## src/rtl/param_queue_pkg.sv

```systemverilog
// Shared types and helpers for the parametrised push/pop queue.
package param_queue_pkg;

  typedef enum logic [0:0] {
    QMODE_FIFO = 1'b0,
    QMODE_LIFO = 1'b1
  } qmode_e;

  // Width able to hold every occupancy value from 0 to depth inclusive.
  function automatic int unsigned count_width(input int unsigned depth);
    return $clog2(depth + 1);
  endfunction

endpackage

```

## src/rtl/param_queue_ptr.sv

```systemverilog
// Up/down pointer for param_queue; WRAP=1 wraps 0..DEPTH-1, WRAP=0 counts 0..DEPTH unwrapped.
module param_queue_ptr
  import param_queue_pkg::*;
#(
  parameter int unsigned DEPTH = 8,
  parameter bit          WRAP  = 1'b1
) (
  input  logic                         clk,
  input  logic                         reset_n,
  input  logic                         i_inc,
  input  logic                         i_dec,
  output logic [$clog2(DEPTH+1)-1:0]   o_ptr
);

  localparam int unsigned   PW   = count_width(DEPTH);
  localparam logic [PW-1:0] LAST = PW'(DEPTH - 1);

  logic [PW-1:0] r_ptr;
  logic [PW-1:0] w_ptr_d;

  // Simultaneous inc and dec cancel out.
  always_comb begin
    w_ptr_d = r_ptr;
    if (i_inc && !i_dec) begin
      w_ptr_d = (WRAP && (r_ptr == LAST)) ? '0 : r_ptr + PW'(1);
    end else if (i_dec && !i_inc) begin
      w_ptr_d = (WRAP && (r_ptr == '0)) ? LAST : r_ptr - PW'(1);
    end
  end

  always_ff @(posedge clk or negedge reset_n) begin
    if (!reset_n) begin
      r_ptr <= '0;
    end else begin
      r_ptr <= w_ptr_d;
    end
  end

  assign o_ptr = r_ptr;

endmodule

```

## src/rtl/param_queue.sv

```systemverilog
// Parametrised single-clock FIFO/LIFO queue with registered pop data and error pulses.
// Define QUEUE_HWM_EN to add the max_count high-water-mark output.
module param_queue
  import param_queue_pkg::*;
#(
  parameter int unsigned DW    = 8,
  parameter int unsigned DEPTH = 8,
  parameter int unsigned MODE  = 0
) (
  input  logic                       clk,
  input  logic                       reset_n,
  input  logic                       push,
  input  logic [DW-1:0]              push_data,
  input  logic                       pop,
  output logic [DW-1:0]              pop_data,
  output logic                       pop_valid,
  output logic [DW-1:0]              last_value,
  output logic [$clog2(DEPTH+1)-1:0] count,
  output logic                       full,
  output logic                       empty,
  output logic                       overflow,
  output logic                       underflow
`ifdef QUEUE_HWM_EN
  ,
  output logic [$clog2(DEPTH+1)-1:0] max_count
`endif
);

  localparam int unsigned CW    = count_width(DEPTH);
  localparam int unsigned AW    = $clog2(DEPTH);
  localparam qmode_e      QMODE = qmode_e'(MODE[0]);

  if (MODE > 1) begin : g_bad_mode
    $error("param_queue: MODE must be 0 (FIFO) or 1 (LIFO)");
  end
  if (DEPTH < 2) begin : g_bad_depth
    $error("param_queue: DEPTH must be 2 or more");
  end

  logic [DW-1:0] r_mem [DEPTH];
  logic [CW-1:0] r_count;
  logic [CW-1:0] w_count_d;
  logic [DW-1:0] r_pop_data;
  logic          r_pop_valid;
  logic          r_overflow;
  logic          r_underflow;
  logic          w_full;
  logic          w_empty;
  logic          w_push_ok;
  logic          w_pop_ok;
  logic [AW-1:0] w_wr_idx;
  logic [AW-1:0] w_rd_idx;
  logic [AW-1:0] w_new_idx;

  assign w_full  = (r_count == CW'(DEPTH));
  assign w_empty = (r_count == '0);

  // A full queue still takes a push when a pop frees a slot in the same cycle.
  assign w_push_ok = push && (!w_full || pop);
  assign w_pop_ok  = pop && !w_empty;

  if (QMODE == QMODE_FIFO) begin : g_fifo
    logic [CW-1:0] w_wr_ptr;
    logic [CW-1:0] w_rd_ptr;

    param_queue_ptr #(
      .DEPTH (DEPTH),
      .WRAP  (1'b1)
    ) u_wr_ptr (
      .clk     (clk),
      .reset_n (reset_n),
      .i_inc   (w_push_ok),
      .i_dec   (1'b0),
      .o_ptr   (w_wr_ptr)
    );

    param_queue_ptr #(
      .DEPTH (DEPTH),
      .WRAP  (1'b1)
    ) u_rd_ptr (
      .clk     (clk),
      .reset_n (reset_n),
      .i_inc   (w_pop_ok),
      .i_dec   (1'b0),
      .o_ptr   (w_rd_ptr)
    );

    assign w_wr_idx  = AW'(w_wr_ptr);
    assign w_rd_idx  = AW'(w_rd_ptr);
    assign w_new_idx = (w_wr_ptr == '0) ? AW'(DEPTH - 1) : AW'(w_wr_ptr - CW'(1));
  end else begin : g_lifo
    logic [CW-1:0] w_sp;
    logic [AW-1:0] w_top_idx;

    // sp runs 0..DEPTH, so it must not wrap.
    param_queue_ptr #(
      .DEPTH (DEPTH),
      .WRAP  (1'b0)
    ) u_sp (
      .clk     (clk),
      .reset_n (reset_n),
      .i_inc   (w_push_ok),
      .i_dec   (w_pop_ok),
      .o_ptr   (w_sp)
    );

    assign w_top_idx = AW'(w_sp - CW'(1));
    // On a push+pop swap the pushed word replaces the popped top slot.
    assign w_wr_idx  = w_pop_ok ? w_top_idx : AW'(w_sp);
    assign w_rd_idx  = w_top_idx;
    assign w_new_idx = w_top_idx;
  end

  always_comb begin
    w_count_d = r_count;
    case ({w_push_ok, w_pop_ok})
      2'b10:   w_count_d = r_count + CW'(1);
      2'b01:   w_count_d = r_count - CW'(1);
      default: w_count_d = r_count;
    endcase
  end

  always_ff @(posedge clk) begin
    if (w_push_ok) begin
      r_mem[w_wr_idx] <= push_data;
    end
  end

  always_ff @(posedge clk or negedge reset_n) begin
    if (!reset_n) begin
      r_count     <= '0;
      r_pop_data  <= '0;
      r_pop_valid <= 1'b0;
      r_overflow  <= 1'b0;
      r_underflow <= 1'b0;
    end else begin
      r_count     <= w_count_d;
      r_pop_valid <= w_pop_ok;
      r_overflow  <= push && !w_push_ok;
      r_underflow <= pop && w_empty;
      if (w_pop_ok) begin
        r_pop_data <= r_mem[w_rd_idx];
      end
    end
  end

`ifdef QUEUE_HWM_EN
  logic [CW-1:0] r_max_count;

  always_ff @(posedge clk or negedge reset_n) begin
    if (!reset_n) begin
      r_max_count <= '0;
    end else if (w_count_d > r_max_count) begin
      r_max_count <= w_count_d;
    end
  end

  assign max_count = r_max_count;
`endif

  assign pop_data   = r_pop_data;
  assign pop_valid  = r_pop_valid;
  assign last_value = w_empty ? '0 : r_mem[w_new_idx];
  assign count      = r_count;
  assign full       = w_full;
  assign empty      = w_empty;
  assign overflow   = r_overflow;
  assign underflow  = r_underflow;

endmodule

```

## config.mk

```make
export PLATFORM = sky130hd
export DESIGN_NAME = param_queue
export DESIGN_NICKNAME = d
export VERILOG_FILES = /design/src/rtl/param_queue_pkg.sv /design/src/rtl/param_queue_ptr.sv /design/src/rtl/param_queue.sv
export SDC_FILE = /design/constraint.sdc
export NUM_CORES = 1
export LEC_CHECK = 0
export CAP_MARGIN = 25
export CORE_ASPECT_RATIO = 1.75
export CORE_MARGIN = 5
export CORE_UTILIZATION = 50
export CTS_CLUSTER_DIAMETER = 200
export DETAILED_ROUTE_END_ITERATION = 12
export PLACE_DENSITY_LB_ADDON = 0.3
export SLEW_MARGIN = 40
export SYNTH_ARGS = -nofsm -noshare
export SYNTH_HDL_FRONTEND = slang
export SYNTH_HIERARCHICAL = 1
export SYNTH_SLANG_ARGS = --single-unit
```

## constraint.sdc

```tcl
create_clock -name clk -period 3.2 [get_ports clk]
set_input_delay 0.32 -clock clk [delete_from_list [all_inputs] [get_ports clk]]
set_output_delay 0.32 -clock clk [all_outputs]
set_load 0.02 [all_outputs]
```

==> results of run 1 <==
## cells in the final DEF (no fill, tap or decap), types with 7 or more instances in the layout
| cell type | synthesis | layout |
|---|---|---|
| mux2i_1 | 16 | 16 |
| a21oi_1 | 7 | 7 |
| nand2_1 | 19 | 19 |
| xor2_1 | 7 | 7 |
| clkdlybuf4s50_1 | 0 | 36 |
| buf_4 | 2 | 16 |
| o21ai_1 | 8 | 8 |
| nor2_1 | 18 | 18 |
| inv_1 | 13 | 13 |
| dfrtp_1 | 23 | 20 |
| clkbuf_16 | 0 | 9 |
| edfxtp_1 | 64 | 64 |
| mux4_2 | 24 | 24 |
| ha_1 | 11 | 11 |
## path summary, 6_finish.rpt
| kind | from | to | cells after the start |
|---|---|---|---|
| worst max-delay path | g_fifo.u_wr_ptr/o_ptr[1] | last_value[7] | 8 |
| worst min-delay path | reset_n | g_fifo.u_wr_ptr/o_ptr[0] | 2 |
| worst max register to register | count[1] | count[2] | 10 |
| worst min register to register | pop_data[5] | pop_data[5] | 2 |
| max in group asynchronous | reset_n | g_fifo.u_rd_ptr/o_ptr[0] | 2 |
| min in group clk | pop_data[5] | pop_data[5] | 2 |
## power by group through the flow
stage | logic, W | clock network, W | registers (W)
final | 0.00266 | 0.000966 | 0.00183
after global routing | 0.00288 | 0.00103 | 0.00187
after CTS | 0.00268 | 0.000991 | 0.00183
after detailed placement | 0.00267 | 0 | 0.00185
after global placement | 0.00263 | 0 | 0.00183
after floorplan | 0.00183 | 0 | 0.00176
## cells by family after synthesis
logic type      Yosys count  synth area share [%]
xor+xnor                  9                 1.810
other cells               1               0.08610
mux                      50                 20.74
simple gates             69                 7.957
buf+inv                  27                 3.763
fa+ha+maj                11                 3.160
compound gates           35                 5.143
flops                    87                 57.34
## per-layer routing
layer | wire length, µm | GRT usage [%]
met4 | 348 | 11.09
met5 | 0 | 0
met3 | 342 | 3.180
met1 | 3181 | 19.11
met2 | 5051 | 32.98
## area by class of cell
| cell class | count | area [µm²] | share of cell area (%) |
|---|---|---|---|
| Clock buffer | 10 | 239.0 | 4.617 |
| Clock inverter | 6 | 42.54 | 0.8219 |
| Timing Repair Buffer | 52 | 480.5 | 9.282 |
| Multi-Input combinational cell | 176 | 1718 | 33.19 |
| Tap cell | 117 | 146.4 | 2.828 |
| Inverter | 13 | 48.80 | 0.9427 |
| Sequential cell | 87 | 2501 | 48.32 |
## registers in the layout, indices dropped and copies added (netlist names)
signal	flops
count	4
r_mem	64
overflow	1
pop_valid	1
underflow	1
g_fifo.u_wr_ptr/o_ptr	4
pop_data	8
g_fifo.u_rd_ptr/o_ptr	4
## synthesized netlist by cell type, types with 3 or more instances
cell,instances
mux2i_1,16
edfxtp_1,64
o21ai_0,6
ha_1,11
nand2b_1,4
mux4_1,6
o21ai_1,8
nor2b_1,4
mux4_2,24
nor3_1,5
a21oi_1,7
mux2_2,4
inv_1,13
nand3_1,3
dfrtp_1,23
buf_2,7
nor2_1,18
xor2_1,7
buf_6,4
nand2_1,19
## through the flow
step | worst slack (ps) | cell area [µm²] | hold slack, ps
2_1_floorplan | 770.9 | 4359 | 24.41
3_3_place_gp | 517.5 | 4883 | 482.5
3_5_place_dp | 445.0 | 4886 | 494.3
4_1_cts | 69.70 | 5167 | 350.2
5_1_grt | 38.99 | 5176 | 377.0
6_report | 198.2 | 5176 | 342.3
## what timing repair did
item | in CTS | in global routing
hold buffers | 0 | 0
resized for setup | 0 | 2
endpoints found under the setup margin | 0 | 5
==> out/summary.txt, run 1 <==
status -> completed
Clock Skew -> 4.654 ps
Core Region -> 0.008615 mm²
Setup Viol. Count Final -> 0
total I/O pin count -> 37
Clock Path Buffers -> 2
vias per std cell -> 5.696
sw frac -> 37.49%
Slew Limit Fails -> 0
Root Driver -> clkbuf_16
Setup Total Neg Slack -> 0 ps
Post-synth ARST share -> 26.44%
initial antenna violation count -> 0
Cell Pwr Density -> 1053 mW/mm²
die height -> 133.5 µm
crit path DAT -> 2680 ps
RePlAce Congestion -> 0.8313
ANT nets after route -> 0
Die Wd -> 80.55 µm
Area growth syn-to-layout -> 18.85%
clock buffer count from CTS -> 9
number of flops mapped to enable cells by yosys -> 64
final WL -> 8923 µm
Initial DRC Count -> 155
FP Rows -> 45
Int Power -> 0.003406 W
post-layout minimum cycle time -> 3002 ps
sequential power share -> 33.5%
Seq/Total Area, Yosys -> 57.34%
FF-to-FF setup slack -> 620 ps
gr usage total -> 18.29%
top cell type's share of synthesized area -> 44.13%
largest net degree at the start of global routing -> 31
die area -> 0.01075 mm²
HPWL after detailed placement -> 6262 µm
Synth Cell Area -> 0.004355 mm²
required time of the critical path -> 2880 ps
Worst-Skew Late Latency -> 340 ps
Crit Path Category -> reg2out
post-route clock period utilization -> 93.80%
Clock Sinks -> 87
Post-Syn Instances -> 289
count of different cell masters after synthesis -> 44
RSZ-0062 raised after global routing -> false
Critical Path Max Stage Delay -> 600 ps
layout net count -> 362
layout cells sized above 1 -> 19.77%
total number of H-tree levels -> 3
Tot Pwr -> 0.005449 W
Synth Warn # -> 6
crit path max fanout -> 10
GRT overflow -> 0
LEAKAGE -> 1.919 nW
CP bufs+invs -> 3
VDD IR-drop max -> 0.6206 mV
Yosys reg bits -> 87
Primary FF master, synth -> edfxtp_1
Fillers -> 667
final non-filler cell total -> 461
port bufs -> 36
fmax -> 333.1 MHz
global-route wire length before repair -> 14170 µm
critical path, cell by cell -> inv_1 > ha_1 > nor2b_1 > o21ai_4 > buf_4 > a21oi_1 > o311a_1 > clkdlybuf4s50_1
vias in the first global route -> 2748
cell count after placement -> 445
cell taking the most area after synthesis -> edfxtp_1
routed len/inst -> 19.36 µm
Avg Inst Size Synth -> 15.07 µm²
ranking of synthesized cells by area -> edfxtp_1, dfrtp_1, mux4_2
diodes inserted -> 0
Logic pwr share -> 48.7%
CTS tree -> built
max capacitance violation total -> 0
slew of the pin with the lowest slew margin -> 657.7 ps
Setup Buffers After CTS -> 0
type of origin of the critical path -> flop
Clock Power Share -> 17.7%
Util after Layout -> 60.09%
Max-slew headroom -> 56.15%
Pre-Repair DR Iteration Count -> 4
Hold Path Class -> in2async
Top delay family on crit path -> buffers and inverters
Slowest-stage cell, CP -> clkdlybuf4s50_1
Via Count -> 2626
Hold Fails Final Rpt -> 0
Initial Utilization -> 50.56%
Psw -> 0.002043 W
Worst-path clk slew -> 60 ps
DR DRC count -> 0
CP Capture Type -> primary output
Note: power is estimated with default switching activity, not from simulation.
==> inputs of run 2 (changes only) <==
Settings changed: CORE_UTILIZATION 50 to 55.
==> run 2 against run 1 <==
  * Fmax up 2.6%
  * Worst setup slack better by 77 ps
  * Via count down 1.1%
  * Global-route usage up 0.97 points
  * Clock skew up 2.1 ps
==> out/summary.txt, run 2 (synthesis results as in run 1) <==
status -> completed (unchanged)
Slowest-stage cell, CP -> clkdlybuf4s50_1 (unchanged)
die area -> 0.009869 mm² (was 0.01075 mm²)
fmax -> 341.9 MHz (was 333.1 MHz)
Cell Pwr Density -> 1063 mW/mm² (was 1053 mW/mm²)
RSZ-0062 raised after global routing -> false (unchanged)
Crit Path Category -> reg2out (unchanged)
LEAKAGE -> 1.907 nW (was 1.919 nW)
vias per std cell -> 5.998 (was 5.696)
post-route clock period utilization -> 91.40% (was 93.80%)
Clock Sinks -> 87 (unchanged)
Setup Buffers After CTS -> 0 (unchanged)
required time of the critical path -> 2880 ps (about the same)
gr usage total -> 19.26% (was 18.29%)
VDD IR-drop max -> 0.5390 mV (was 0.6206 mV)
Biggest register -> r_mem (unchanged)
commonest cells after routing, fill and taps aside -> edfxtp_1, clkdlybuf4s50_1, mux4_2, dfrtp_1, nand2_1 (unchanged)
cell area after layout -> 0.005130 mm² (was 0.005176 mm²)
Slew Limit Fails -> 0 (unchanged)
Worst-path clk slew -> 60 ps (about the same)
GRT overflow -> 0 (unchanged)
Hold Path Class -> in2async (unchanged)
Initial Utilization -> 55.45% (was 50.56%)
worst r2r src -> count[1] (unchanged)
initial antenna violation count -> 0 (unchanged)
DR WL met3 -> 436 µm (was 342 µm)
crit path max fanout -> 10 (unchanged)
top layer in use -> met4 (unchanged)
final WL -> 9012 µm (was 8923 µm)
sequential power share -> 33.1% (was 33.5%)
Int Power -> 0.003430 W (was 0.003406 W)
layout net count -> 361 (was 362)
Placement Cell Area -> 0.004831 mm² (was 0.004886 mm²)
Setup Viol. Count Final -> 0 (unchanged)
Area growth syn-to-layout -> 17.78% (was 18.85%)
Clock Power Share -> 18.5% (was 17.7%)
slew of the pin with the lowest slew margin -> 738.8 ps (was 657.7 ps)
global-route wire length before repair -> 14150 µm (was 14170 µm)
met1 WL -> 3418 µm (was 3181 µm)
total I/O pin count -> 37 (unchanged)
beginning of the critical path -> g_fifo.u_wr_ptr/o_ptr[1] (unchanged)
die height -> 127.7 µm (was 133.5 µm)
clock buffer count from CTS -> 9 (unchanged)
Core Region -> 0.007855 mm² (was 0.008615 mm²)
routed len/inst -> 20.81 µm (was 19.36 µm)
Clock Skew -> 6.764 ps (was 4.654 ps)
Clock Path Buffers -> 2 (unchanged)
total number of H-tree levels -> 3 (unchanged)
commonest non-fill, non-tap cell in the layout -> edfxtp_1 (unchanged)
Die Wd -> 77.27 µm (was 80.55 µm)
Psw -> 0.002023 W (was 0.002043 W)
diodes inserted -> 0 (unchanged)
largest net degree at the start of global routing -> 31 (unchanged)
Setup Total Neg Slack -> 0 ps (unchanged)
RePlAce Congestion -> 0.7851 (was 0.8313)
sw frac -> 37.10% (was 37.49%)
ANT nets after route -> 0 (unchanged)
routed wl met2 -> 4983 µm (was 5051 µm)
type of origin of the critical path -> flop (unchanged)
crit path DAT -> 2600 ps (was 2680 ps)
port bufs -> 36 (unchanged)
reg2reg path depth -> 10 (unchanged)
layout cells sized above 1 -> 18.37% (was 19.77%)
critical path, cell by cell -> inv_1 > ha_1 > nor2b_1 > o21ai_2 > buf_4 > a21oi_1 > o311a_1 > clkdlybuf4s50_1 (was inv_1 > ha_1 > nor2b_1 > o21ai_4 > buf_4 > a21oi_1 > o311a_1 > clkdlybuf4s50_1)
CTS tree -> built (unchanged)
Worst-Skew Late Latency -> 340 ps (about the same)
Critical Path Max Stage Delay -> 600 ps (about the same)
Fillers -> 579 (was 667)
vias in the first global route -> 2726 (was 2748)
Hold Fails Final Rpt -> 0 (unchanged)
DR DRC count -> 0 (unchanged)
HPWL after detailed placement -> 6236 µm (was 6262 µm)
Logic pwr share -> 48.5% (was 48.7%)
max capacitance violation total -> 0 (unchanged)
Root Driver -> clkbuf_16 (unchanged)
Pre-Repair DR Iteration Count -> 4 (unchanged)
Initial DRC Count -> 182 (was 155)
max reg flops -> 64 (unchanged)
CP Capture Type -> primary output (unchanged)
Max-slew headroom -> 50.74% (was 56.15%)
Via Count -> 2597 (was 2626)
post-layout minimum cycle time -> 2925 ps (was 3002 ps)
FP Rows -> 43 (was 45)
## run 2: changes by cell type in the layout (fill, tap and decap cells not counted), sizes merged
cell	before	now
buf	16	15
bufinv	0	1
clkdlybuf4s50	36	35
clkinvlp	0	1
dlygate4sd3	0	1
inv	16	14
## run 2: layer usage
metal | track usage, % | vias up
met2 | 34.36 | 63
met1 | 22.25 | 1304
met4 | 7.085 | 0
met5 | 0 | -
li1 | - | 1217
met3 | 4.571 | 13
## run 2: worst max-delay path, delay by kind of cell, from the launching register on
family                   cells  cell delay, ps
buffers and inverters        3             920
AO/OA/AOI/OAI                3             480
flip-flops                   1             470
AND/OR/NAND/NOR              1             260
adder cells (fa/ha/maj)      1             140
## run 2: worst paths after layout
check,endpoint,slack (ps)
worst min-delay path,g_fifo.u_wr_ptr/o_ptr[3],490
worst min register to register,pop_data[0],490
min in group clk,pop_data[0],490
max in group asynchronous,g_fifo.u_wr_ptr/o_ptr[1],2320
worst max register to register,count[2],680
worst max-delay path,last_value[7],280
## run 2: layout make-up
cell class,count,area [µm²],area share (%)
timing repair buffer,51,470.5,9.171
multi-input combinational,176,1710,33.34
clock inverter,6,58.81,1.146
clock buffer,10,229.0,4.463
sequential,87,2500,48.73
inverter,13,48.80,0.9512
tap,90,112.6,2.195
## run 2: through the flow
| stage | instances | utilization [%] | total power [W] | hold slack [ps] | setup slack (ps) |
|---|---|---|---|---|---|
| after floorplan | 290 | - | 0.003589 | 24.41 | 770.9 |
| after global placement | 416 | 61.55 | 0.004451 | 474.8 | 572.9 |
| after detailed placement | 416 | 61.50 | 0.004501 | 329.2 | 521.2 |
| after CTS | 433 | 65.29 | 0.005525 | 500.1 | 156.3 |
| after global routing | 433 | 65.31 | 0.005784 | 518.6 | 75.42 |
| final | 433 | 65.31 | 0.005453 | 488.0 | 275.1 |
## run 2: repair_timing
action | in CTS | in global routing
endpoints found under the hold margin | 23 | 0
endpoints found under the setup margin | 0 | 2
gates resized for setup | 0 | 1
hold buffers | 1 | 0
## run 2: power groups by stage
stage / Combinational [W] / Sequential (W) / Clock, W
2_1_floorplan: 0.00183 / 0.00176 / 0
3_3_place_gp: 0.00264 / 0.00181 / 0
3_5_place_dp: 0.00267 / 0.00183 / 0
4_1_cts: 0.00268 / 0.00181 / 0.00104
5_1_grt: 0.00286 / 0.00185 / 0.00107
6_report: 0.00264 / 0.00180 / 0.00101
==> patch 1: new RTL, config.mk and constraints of run 1 <==
Set the parameter `MODE` to 1 (it was 0).
--- a/src/rtl/param_queue.sv
+++ b/src/rtl/param_queue.sv
@@ -5,7 +5,7 @@
 #(
   parameter int unsigned DW    = 8,
   parameter int unsigned DEPTH = 8,
-  parameter int unsigned MODE  = 0
+  parameter int unsigned MODE  = 1
 ) (
   input  logic                       clk,
   input  logic                       reset_n,
Function: changed (a bounded check fails within 4 cycles, from zero or initial values and one cycle with reset_n low).
==> patch 1 against run 1 <==
Wire length fell by 23%; register-to-register slack got worse by 170 ps; via count shrank 24%; synthesized area decreased by 20%; sequential cell count down 5; global-route usage down 1.5 points; design area fell by 15%; hold slack improved by 110 ps; total power decreased by 5.7%; worst setup slack is essentially flat; clock skew is essentially flat; largest cell class unchanged.
==> patch 1: results (changes against run 1) <==
stage	metric	value	unit	change
status	status	complete, no violations		
sta	tightestPinTransition	635.9	ps	-21.84 ps
cells_and_area	drive_above_1_share	0.2259		+0.02825
route	vias_per_cell	5.647		-0.87%
cells_and_area	fill_cells	520		-22%
cells_and_area	nets	284		-22%
grt	grt_util_met2	0.2999		-0.02991
clock_tree	post_cts_buffers	0		unchanged
grt	grt_pass1_wl	10.60	mm	-25%
worst_setup_path	cp_slowest_stage_delay	510	ps	-90 ps
cells_and_area	max_flop_register	r_mem		
place	dp_slack	341.7	ps	-103.3 ps
place	gp_congestion	0.7697		-7.4%
grt	grt_pass1_vias	2057		-25%
worst_setup_path	slowest_stage	mux4_2		
route	initialDrtViolationCount	123		-21%
place	port_buffers	36		unchanged
worst_setup_path	path_max_fanout	8		-2
grt	track_usage	0.1679		-0.01492
worst_setup_path	rr_worst_depth	10		unchanged
worst_setup_path	r2r_setup_slack	450	ps	-170 ps
grt	grt_util_met1	0.1792		-0.01186
clock_tree	clk_latency	330	ps	
route	routed_wl	6.840	mm	-23%
power_and_ir_drop	peakVddDrop	0.0004896	V	-21%
sta	clock_skew	4.247	ps	-0.4074 ps
power_and_ir_drop	intPower	3297	uW	-3.2%
clock_tree	path_clk_slew	60	ps	about the same
power_and_ir_drop	leakage	0.001653	uW	-14%
grt	grt_start_max_net_pins	19		-39%
clock_tree	htree_levels	3		unchanged
grt	grt_util_met3	0.03577		+0.003974
place	dp.final_hpwl	4.672	mm	-25%
[patch 1: through the flow]
step           hold WS [ps]  instances  utilization  area, um^2  total power (uW)
2_1_floorplan         24.41        210            -        3480              3161
6_report              447.5        354       0.6436        4380              5141
3_3_place_gp          468.6        337       0.5943        4045              4150
4_1_cts               485.3        353       0.6406        4360              5228
3_5_place_dp          471.7        337       0.5956        4054              4205
5_1_grt               491.0        354       0.6436        4380              5413
[patch 1: worst max path at each step]
stage / start / end / slack, ps
floorplan: g_lifo.u_sp/o_ptr[0] / r_mem[0][0] / 200
global placement: g_lifo.u_sp/o_ptr[1] / last_value[4] / 360
detailed placement: g_lifo.u_sp/o_ptr[1] / last_value[4] / 340
CTS: g_lifo.u_sp/o_ptr[1] / last_value[2] / 20
global route: g_lifo.u_sp/o_ptr[1] / last_value[1] / 70
finish: g_lifo.u_sp/o_ptr[1] / last_value[1] / 200
[patch 1: cell type report]
class | instances | share of cell area
clock inverter | 5 | 0.01200
inverter | 8 | 0.006855
timing repair buffer | 55 | 0.1228
tap | 84 | 0.02399
sequential | 82 | 0.5416
multi-input combinational | 109 | 0.2351
clock buffer | 11 | 0.05770
[patch 1: what timing repair did]
item,CTS,global route
resized for setup,3,6
setup endpoints to repair,3,6
hold endpoints to repair,0,18
hold buffers,0,1
gates cloned,0,0
[patch 1: power groups by stage]
stage | clock network, uW | registers [uW] | logic (uW)
global placement | 0 | 1560 | 2590
floorplan | 0 | 1650 | 1510
CTS | 1040 | 1560 | 2630
finish | 1020 | 1550 | 2570
detailed placement | 0 | 1580 | 2630
global route | 1080 | 1580 | 2760
[patch 1: per-layer routing]
layer / vias to the layer above / share of wire
met2: 74 / 0.57
li1: 925 / -
met5: - / 0
met3: 13 / 0.052
met1: 987 / 0.35
met4: 0 / 0.024
==> patch 2: new RTL, flow settings as in run 1 <==
Without the edit above. Remove the register `r_overflow`: a continuous assignment takes its place, so the output `overflow` follows one clock earlier.
--- a/src/rtl/param_queue.sv
+++ b/src/rtl/param_queue.sv
@@ -131,18 +131,18 @@
       r_count     <= '0;
       r_pop_data  <= '0;
       r_pop_valid <= 1'b0;
-      r_overflow  <= 1'b0;
       r_underflow <= 1'b0;
     end else begin
       r_count     <= w_count_d;
       r_pop_valid <= w_pop_ok;
-      r_overflow  <= push && !w_push_ok;
       r_underflow <= pop && w_empty;
       if (w_pop_ok) begin
         r_pop_data <= r_mem[w_rd_idx];
       end
     end
   end
+
+  assign r_overflow = push && !w_push_ok;
 
 `ifdef QUEUE_HWM_EN
   logic [CW-1:0] r_max_count;
Formal check against the unedited RTL: not equivalent (Yosys sat finds a counterexample within 10 cycles, from zero or initial values and one cycle with reset_n low).
==> patch 2 against run 1 <==
Total power is 0.45% lower; combinational power is 2% lower; via count grew 0.46%; design area down 0.63%; sequential share of layout area down 0.18 points; register-to-register slack lost 20 ps; clock power is 3.4% higher; critical path depth unchanged; wire length up 0.86%; synthesized area decreased by 0.57%; cell count fell by 0.65%; sequential cell count down 1; worst setup slack worse by 35 ps; largest cell class unchanged.
==> patch 2: results (changes against run 1) <==
stage	metric	value	unit	change
route	routed_wl	9.000	mm	+0.86%
route	vias_per_cell	5.760		+1.1%
place	dp_slack	386.5	ps	-58.47 ps
sta	clock_skew	7.109	ps	+2.455 ps
grt	antenna_found_initial	0		unchanged
place	placed_cell_area	0.004832	mm^2	-1.1%
place	dp.final_hpwl	6.146	mm	-1.8%
place	gp_congestion	0.8312		about the same
power_and_ir_drop	leakage	0.001897	uW	-1.1%
clock_tree	clk_latency	340	ps	about the same
sta	fin_tns_setup	0	ps	unchanged
cells_and_area	stdcell_count	458		-0.65%
synthesis	synthArstFlopShare	0.2558		-0.008554
power_and_ir_drop	clk-power	999	uW	+3.4%
synthesis	synth.area.mux_share	0.2086		+0.001199
power_and_ir_drop	share_comb_of_total_power	0.483		-0.004
clock_tree	cts_max_path_buffers	2		unchanged
route	initialDrtViolationCount	154		-0.65%
cells_and_area	nets	359		-0.83%
synthesis	synth_fa_ha_area_frac	0.03178		+0.0001826
power_and_ir_drop	seq_power_share	0.333		-0.002
synthesis	yosysSeqAreaShare	0.5709		-0.002465
synthesis	synth-edff-count	64		unchanged
clock_tree	htree_levels	3		unchanged
place	dpl.cell_count	441		-0.90%
synthesis	syn_inst	288		-0.35%
grt	grt_pass1_wl	14.29	mm	+0.83%
cells_and_area	drive_above_1_share	0.1935		-0.004126
sta	tightestPinTransition	667.3	ps	+9.545 ps
clock_tree	post_cts_buffers	0		unchanged
worst_setup_path	crit_arrival	2720	ps	+40 ps
synthesis	yosys_warnings	6		unchanged
power_and_ir_drop	switching_power	2051	uW	+0.37%
synthesis	synth_compound_area_frac	0.05172		+0.0002972
status	status	complete, no violations		
grt	grt_pass1_vias	2753		+0.18%
synthesis	synthTopCellsByCount	edfxtp_1 (64), mux4_2 (24), dfrtp_1 (22)		
grt	track_usage	0.1844		+0.001520
synthesis	synth_xor_area_frac	0.01820		+0.0001046
synthesis	synth_area_leaders	edfxtp_1 (44%), dfrtp_1 (13%), mux4_2 (12%), mux2i_1 (3.7%), mux4_1 (3.6%)		
power_and_ir_drop	peakVddDrop	0.0005058	V	-19%
clock_tree	cts_hold_buf	1		+1
patch 2: cell types whose count changed after synthesis:
cell and delta:
dfrtp_1 -1
patch 2: worst paths after layout:
path                                          start                        to  slack, ps  depth (start not counted)
setup / recovery           g_fifo.u_wr_ptr/o_ptr[1]             last_value[1]        160                          8
hold / removal                              reset_n  g_fifo.u_wr_ptr/o_ptr[0]        480                          2
setup reg to reg                           count[1]                  count[2]        600                         10
hold reg to reg                         pop_data[3]               pop_data[3]        490                          2
max in group asynchronous                   reset_n  g_fifo.u_rd_ptr/o_ptr[0]       2340                          2
min in group clk                        pop_data[3]               pop_data[3]        490                          2
patch 2: worst max-delay path: stages (launching register included):
cell and delay, ps:
dfrtp_2 460, inv_1 110, ha_1 230, or2_1 250, o21ai_4 240, buf_4 230, mux2i_1 90, nor2_1 140
clkdlybuf4s50_1 630
patch 2: area by class of cell:
type                            instances  area, um^2
Fill cell                             682        3415
Sequential cell                        86        2476
Multi-Input combinational cell        176        1718
Timing Repair Buffer                   50       462.9
Clock buffer                           10       239.0
Tap cell                              117       146.4
Clock inverter                          6       52.55
Inverter                               13       48.80
patch 2: kinds of logic (layout without fill, tap and decap cells):
group | count (synthesis) | after routing
mux | 50 | 50
xor+xnor | 9 | 9
fa+ha+maj | 11 | 11
buf+inv | 27 | 79
flops | 86 | 86
simple gates | 69 | 69
compound gates | 35 | 35
other cells | 1 | 2
patch 2: layer usage:
metal | wire [um] | part of all wire | GRT usage | vias to the layer above
met5 | 0 | 0 | 0 | -
met1 | 3323 | 0.37 | 0.1966 | 1327
met3 | 369 | 0.041 | 0.03857 | 14
met4 | 227 | 0.025 | 0.07989 | 0
li1 | - | - | - | 1212
met2 | 5079 | 0.56 | 0.3399 | 85
